## src/rtl/traffic_pkg.sv

```systemverilog
// Shared definitions for the traffic-light controller: widths, timer state
// encoding and the interval-select codes used by the FSM and parameter store.
package traffic_pkg;

  localparam int VAL_W             = 4;
  localparam int DIV_COUNT_DEFAULT = 50_000_000;

  typedef enum logic {
    IDLE  = 1'b0,
    COUNT = 1'b1
  } timer_state_t;

  typedef enum logic [1:0] {
    SEL_GREEN  = 2'd0,
    SEL_YELLOW = 2'd1,
    SEL_WALK   = 2'd2,
    SEL_RED    = 2'd3
  } interval_sel_t;

  // Counter width able to hold 0..n-1; never narrower than one bit.
  function automatic int cnt_width(input int n);
    return (n > 1) ? $clog2(n) : 1;
  endfunction

endpackage

```

## src/rtl/interval_timer_if.sv

```systemverilog
// Request/status bundle between the traffic-light FSM (master) and the
// interval timer (slave).
interface interval_timer_if;
  import traffic_pkg::*;

  // Start_Timer is a single-cycle command with no ready: the timer accepts it
  // in every state, sampling Value only in that cycle. Expired and
  // One_Hz_Enable are one-cycle pulses with no back-pressure.
  logic [VAL_W-1:0] Value;
  logic             Start_Timer;
  logic             Expired;
  logic             Busy;
  logic [VAL_W-1:0] Remaining;
  logic             One_Hz_Enable;
  timer_state_t     State;

  modport master (
    output Value, Start_Timer,
    input  Expired, Busy, Remaining, One_Hz_Enable, State
  );

  modport slave (
    input  Value, Start_Timer,
    output Expired, Busy, Remaining, One_Hz_Enable, State
  );

endinterface

```

## src/rtl/one_hz_divider.sv

```systemverilog
// Free-running divider producing a one-cycle tick every DIV_COUNT clocks;
// restart realigns the phase so the next tick is a full period away.
module one_hz_divider
  import traffic_pkg::*;
#(
  parameter int DIV_COUNT = DIV_COUNT_DEFAULT
) (
  input  logic clock,
  input  logic Reset_Sync,
  input  logic restart,
  output logic tick
);

  localparam int            CW   = cnt_width(DIV_COUNT);
  localparam logic [CW-1:0] LAST = CW'(DIV_COUNT - 1);

  logic [CW-1:0] r_div_cnt;

  always_ff @(posedge clock or posedge Reset_Sync) begin
    if (Reset_Sync) begin
      r_div_cnt <= '0;
    end else if (restart || (r_div_cnt == LAST)) begin
      r_div_cnt <= '0;
    end else begin
      r_div_cnt <= r_div_cnt + CW'(1);
    end
  end

  assign tick = (r_div_cnt == LAST);

endmodule

```

## src/rtl/interval_timer.sv

```systemverilog
// Interval timer: loads a seconds count on Start_Timer, counts it down on the
// 1 Hz tick and pulses Expired for one cycle when it runs out.
module interval_timer
  import traffic_pkg::*;
#(
  parameter int DIV_COUNT = DIV_COUNT_DEFAULT
) (
  input  logic             clock,
  input  logic             Reset_Sync,
  interval_timer_if.slave  tif
);

  logic             w_tick;
  timer_state_t     r_state,     w_state_nxt;
  logic [VAL_W-1:0] r_remaining, w_remaining_nxt;
  logic             r_expired,   w_expired_nxt;

  one_hz_divider #(.DIV_COUNT(DIV_COUNT)) u_divider (
    .clock      (clock),
    .Reset_Sync (Reset_Sync),
    .restart    (tif.Start_Timer),
    .tick       (w_tick)
  );

  always_ff @(posedge clock or posedge Reset_Sync) begin
    if (Reset_Sync) begin
      r_state     <= IDLE;
      r_remaining <= '0;
      r_expired   <= 1'b0;
    end else begin
      r_state     <= w_state_nxt;
      r_remaining <= w_remaining_nxt;
      r_expired   <= w_expired_nxt;
    end
  end

  // Start has priority over a coincident final tick, which cancels that expiry.
  // A zero-length request completes immediately without entering COUNT.
  always_comb begin
    w_state_nxt     = r_state;
    w_remaining_nxt = r_remaining;
    w_expired_nxt   = 1'b0;
    if (tif.Start_Timer) begin
      if (tif.Value == '0) begin
        w_state_nxt     = IDLE;
        w_remaining_nxt = '0;
        w_expired_nxt   = 1'b1;
      end else begin
        w_state_nxt     = COUNT;
        w_remaining_nxt = tif.Value;
      end
    end else if ((r_state == COUNT) && w_tick) begin
      if (r_remaining > VAL_W'(1)) begin
        w_remaining_nxt = r_remaining - VAL_W'(1);
      end else begin
        w_state_nxt     = IDLE;
        w_remaining_nxt = '0;
        w_expired_nxt   = 1'b1;
      end
    end
  end

  assign tif.Expired       = r_expired;
  assign tif.Busy          = (r_state == COUNT);
  assign tif.Remaining     = r_remaining;
  assign tif.One_Hz_Enable = w_tick;
  assign tif.State         = r_state;

endmodule

```

## src/flat_wrapper.sv

```systemverilog
// flat-port wrapper written by rule: the top's interface ports become plain ports
module interval_timer_flat import traffic_pkg::*;
#(
  parameter int DIV_COUNT = DIV_COUNT_DEFAULT
)
  (clock, Reset_Sync, tif_Value, tif_Start_Timer, tif_Expired, tif_Busy, tif_Remaining, tif_One_Hz_Enable, tif_State);
  interval_timer_if tif_i ();
  input  logic clock;
  input  logic Reset_Sync;
  input wire logic [$bits(tif_i.Value)-1:0] tif_Value;
  input wire logic [$bits(tif_i.Start_Timer)-1:0] tif_Start_Timer;
  output wire logic [$bits(tif_i.Expired)-1:0] tif_Expired;
  output wire logic [$bits(tif_i.Busy)-1:0] tif_Busy;
  output wire logic [$bits(tif_i.Remaining)-1:0] tif_Remaining;
  output wire logic [$bits(tif_i.One_Hz_Enable)-1:0] tif_One_Hz_Enable;
  output wire logic [$bits(tif_i.State)-1:0] tif_State;
  assign tif_i.Value = tif_Value;
  assign tif_i.Start_Timer = tif_Start_Timer;
  assign tif_Expired = tif_i.Expired;
  assign tif_Busy = tif_i.Busy;
  assign tif_Remaining = tif_i.Remaining;
  assign tif_One_Hz_Enable = tif_i.One_Hz_Enable;
  assign tif_State = tif_i.State;
  interval_timer #(.DIV_COUNT(DIV_COUNT)) u_core (.clock(clock), .Reset_Sync(Reset_Sync), .tif(tif_i));
endmodule
```

## config.mk

```make
export PLATFORM = sky130hd
export DESIGN_NAME = interval_timer_flat
export DESIGN_NICKNAME = d
export VERILOG_FILES = /design/src/rtl/traffic_pkg.sv /design/src/rtl/interval_timer_if.sv /design/src/rtl/one_hz_divider.sv /design/src/rtl/interval_timer.sv /design/src/flat_wrapper.sv
export SDC_FILE = /design/constraint.sdc
export NUM_CORES = 1
export LEC_CHECK = 0
export BUFFER_PORTS_ARGS = -buffer_cell sky130_fd_sc_hd__buf_2
export CAP_MARGIN = 10
export CORE_ASPECT_RATIO = 0.6
export CORE_MARGIN = 2
export CORE_UTILIZATION = 58
export DETAILED_ROUTE_END_ITERATION = 16
export PLACE_DENSITY = 0.88
export SLEW_MARGIN = 40
export SYNTH_ARGS = -nofsm -noshare
export SYNTH_HDL_FRONTEND = slang
export SYNTH_HIERARCHICAL = 1
export SYNTH_SLANG_ARGS = --single-unit
export TNS_END_PERCENT = 100
```

## constraint.sdc

```tcl
create_clock -name clock -period 2.4 [get_ports clock]
set_clock_uncertainty 0.1 [all_clocks]
set_input_delay 0.12 -clock clock [delete_from_list [all_inputs] [get_ports clock]]
set_output_delay 0.12 -clock clock [all_outputs]
set_load 0.02 [all_outputs]
```

==> impl_results.md <==
* Status: complete, no violations
* Netlist cell types at 34
* Wire length per cell at 16.3 µm
* WL final at 3930 µm
* Vias at between 1000 and 1500
* Layout cells sized above 1 at between 10 and 15%
* Placer Congestion at 0.932
* Synthesized cell area at 1710 µm²
* Max-cap viol count at 0
* Die area at 3410 µm²
* Crit share post-route at 94.6%
* DIE WIDTH at ~74 µm
* Sum Neg Setup Slack at 0 ns
* Layout Cells excl Fill at 241
* Largest net degree at the start of global routing at 27
* Leakage power at 0.835 nW
* Crit path launch type: register
* Unrepaired setup endpoints after global routing: false
* CP Data Arrival Time at 2.38 ns
* Most frequent cells in the layout: 32 x dfrtp_1, 17 x nor2_1, 14 x buf_2, 14 x a21oi_1
* Synth top area share at 46.9%
* Actual slew at the worst max-slew pin at 0.527 ns
* I/O pin count at 15
* Vias in the first global route at 1287
* Pwr Density at 544 nW/µm²
* Clk_lat worst skew at 0.28 ns
* Nets at 210
* TritonCTS clock tree: built
* Setup CP Type: reg2reg
* Required @ worst endpoint at between 2 and 3 ns
* Internal at 0.786 mW
* First-pass GRT wire length at 6110 µm
* Sequential share of power at 54.1%
* CTS clk-pin slew, worst paths at ~0.060 ns
* DRT iter0 DRCs at 180
* Starting Density at 60.3%
* Minimum clock period at 2.27 ns
* Synthesized netlist cell count at 180
* Share of the yosys chip area belonging to registers at 46.9%
* Slew margin rel. at 64.5%
* Placed cells at about 230
* Antenna diodes at 0
* P&R area growth vs syn at 13.8%
* Worst min path class: in2reg
* Sw Ratio at between 20% and 30%
* Clock Path Buffers at 2
* Sink Count at 32
* Commonest non-fill, non-tap cell in the layout: dfrtp_1
* Worst VDD drop at between 0.0004 and 0.0005 V
* Final max-slew violation count at 0
* Clock Power Share at 36.5%
* DP Wirelength at 2700 µm
* Setup crit end kind: register
* Core area at 2830 µm²
* Fin. Hold Viols at 0
* Antenna-violating nets left at 0
* Yosys warning count at 6
* Critical path fanouts, max at 13
* Drt via density at 6.12
* Post-CTS Setup Repair Bufs at 0
* Initial antenna violation count at 0
* Post-Syn Nets at between 150 and 200
* NetSw at 0.271 mW
* Overflow after GRT at 0
* Die H at 46.0 µm
* Pre-antenna DRT Iters at 5
* CTS Buf Count at 5
* DR DRC count at 0
* Flops & latches, synth at 32
* Root Buffer Master: clkbuf_8
* Overall routing resource usage at 25.3%
* I/O Buffers at 14
* Top cells by area, synth: dfrtp_1 47%, a21oi_1 4.1%, xnor2_1 4.1%
* Comb power frac at 9.5%
* Fmax at ~440 MHz
* Rows at 15
* Largest area contributor in the netlist: dfrtp_1
* Post-synthesis area per instance at around 9.5 µm²
* CTS H-Tree Depth at 2
* Setup violations, final at 0
==> stage by stage <==
step / hold slack [ns] / setup slack [ns] / instance area (µm²) / total power [mW] / util, %
global placement: -0.0590 / 0.242 / 1840 / 0.670 / 64.8
floorplan: -0.189 / 0.0924 / 1710 / 0.641 / -
CTS: 0.0147 / 0.131 / 1930 / 1.06 / 68.3
global route: 0.0457 / 0.0122 / 1940 / 1.10 / 68.6
detailed placement: -0.0435 / 0.151 / 1840 / 0.677 / 64.8
finish: 0.0263 / 0.129 / 1940 / 1.06 / 68.6
==> synth_stat cells <==
cell type  count
dfrtp_1       32
nor2_1        17
a21oi_1       14
nand2_1       11
nand3_1       11
inv_1          9
or4_1          8
xnor2_1        8
o21ai_0        7
o31ai_1        6
or3_1          6
nor3_1         5
xor2_1         5
ha_1           4
nand4_1        4
a22oi_1        3
and3_1         3
buf_2          3
clkbuf_1       3
o21ai_1        3
and4_1         2
nor2b_1        2
nor4_1         2
nor4b_1        2
a211o_1        1
a21o_1         1
a31oi_1        1
buf_4          1
mux2i_1        1
nand4_4        1
o41a_1         1
o41ai_2        1
or2_4          1
or4_4          1
==> worst max-delay path: stages, from the launching register on <==
cell and delay, ns:
dfrtp_1 0.48, nand4_4 0.24, or4_4 0.68, or4_1 0.51, a21oi_1 0.17
==> routing by layer <==
layer  share of wire [%]  GRT usage, %  wire length, µm
met1                  46          32.9             1790
met2                  45          38.6             1770
met3                 7.3          8.19              286
met4                 2.0          12.7               80
met5                   0             0                0
==> final cells by class <==
| cell class | count | area (µm²) |
|---|---|---|
| Clock buffer | 6 | 72.6 |
| Clock inverter | 1 | 5.00 |
| Fill cell | 215 | 891 |
| Inverter | 9 | 33.8 |
| Multi-Input combinational cell | 132 | 866 |
| Sequential cell | 32 | 801 |
| Tap cell | 42 | 52.6 |
| Timing Repair Buffer | 19 | 113 |
==> kinds of logic (layout without fill, tap and decap cells) <==
| logic type | Yosys count | after routing | share of synthesized area [%] |
|---|---|---|---|
| flops | 32 | 32 | 46.9 |
| simple gates | 76 | 76 | 25.1 |
| buf+inv | 16 | 35 | 3.96 |
| mux | 1 | 1 | 0.586 |
| compound gates | 38 | 38 | 13.9 |
| xor+xnor | 13 | 13 | 6.67 |
| fa+ha+maj | 4 | 4 | 2.93 |
==> state kept, by name (all words and copies together), names as in the netlist <==
name	flops
u_core/tif.Remaining	4
u_core/u_divider/r_div_cnt	26
u_core/tif.Expired	1
u_core/tif.Busy	1
==> power by group through the flow <==
stage	Combinational, mW	Sequential, mW	Clock [mW]
3_3_place_gp	0.0921	0.578	0
6_report	0.100	0.572	0.386
3_5_place_dp	0.0960	0.581	0
2_1_floorplan	0.0547	0.586	0
4_1_cts	0.0990	0.571	0.392
5_1_grt	0.111	0.573	0.413
==> timing repair <==
item / in CTS / in global routing
resized for setup: 0 / 1
endpoints found under the setup margin: 0 / 4
hold buffers: 2 / 0
hold endpoints to repair: 33 / 0
==> worst paths after layout <==
check | start | endpoint | slack [ns] | cells after the start
hold reg to reg | u_core/u_divider/r_div_cnt[0] | u_core/u_divider/r_div_cnt[0] | 0.44 | 1
setup / recovery | u_core/u_divider/r_div_cnt[2] | u_core/u_divider/r_div_cnt[25] | 0.13 | 4
max in group asynchronous | Reset_Sync | u_core/u_divider/r_div_cnt[0] | 1.61 | 4
setup reg to reg | u_core/u_divider/r_div_cnt[2] | u_core/u_divider/r_div_cnt[25] | 0.13 | 4
hold / removal | tif_Value[3] | u_core/tif.Remaining[3] | 0.03 | 3
min in group asynchronous | Reset_Sync | u_core/tif.Remaining[2] | 0.20 | 3
(Power assumes the default switching activity.)
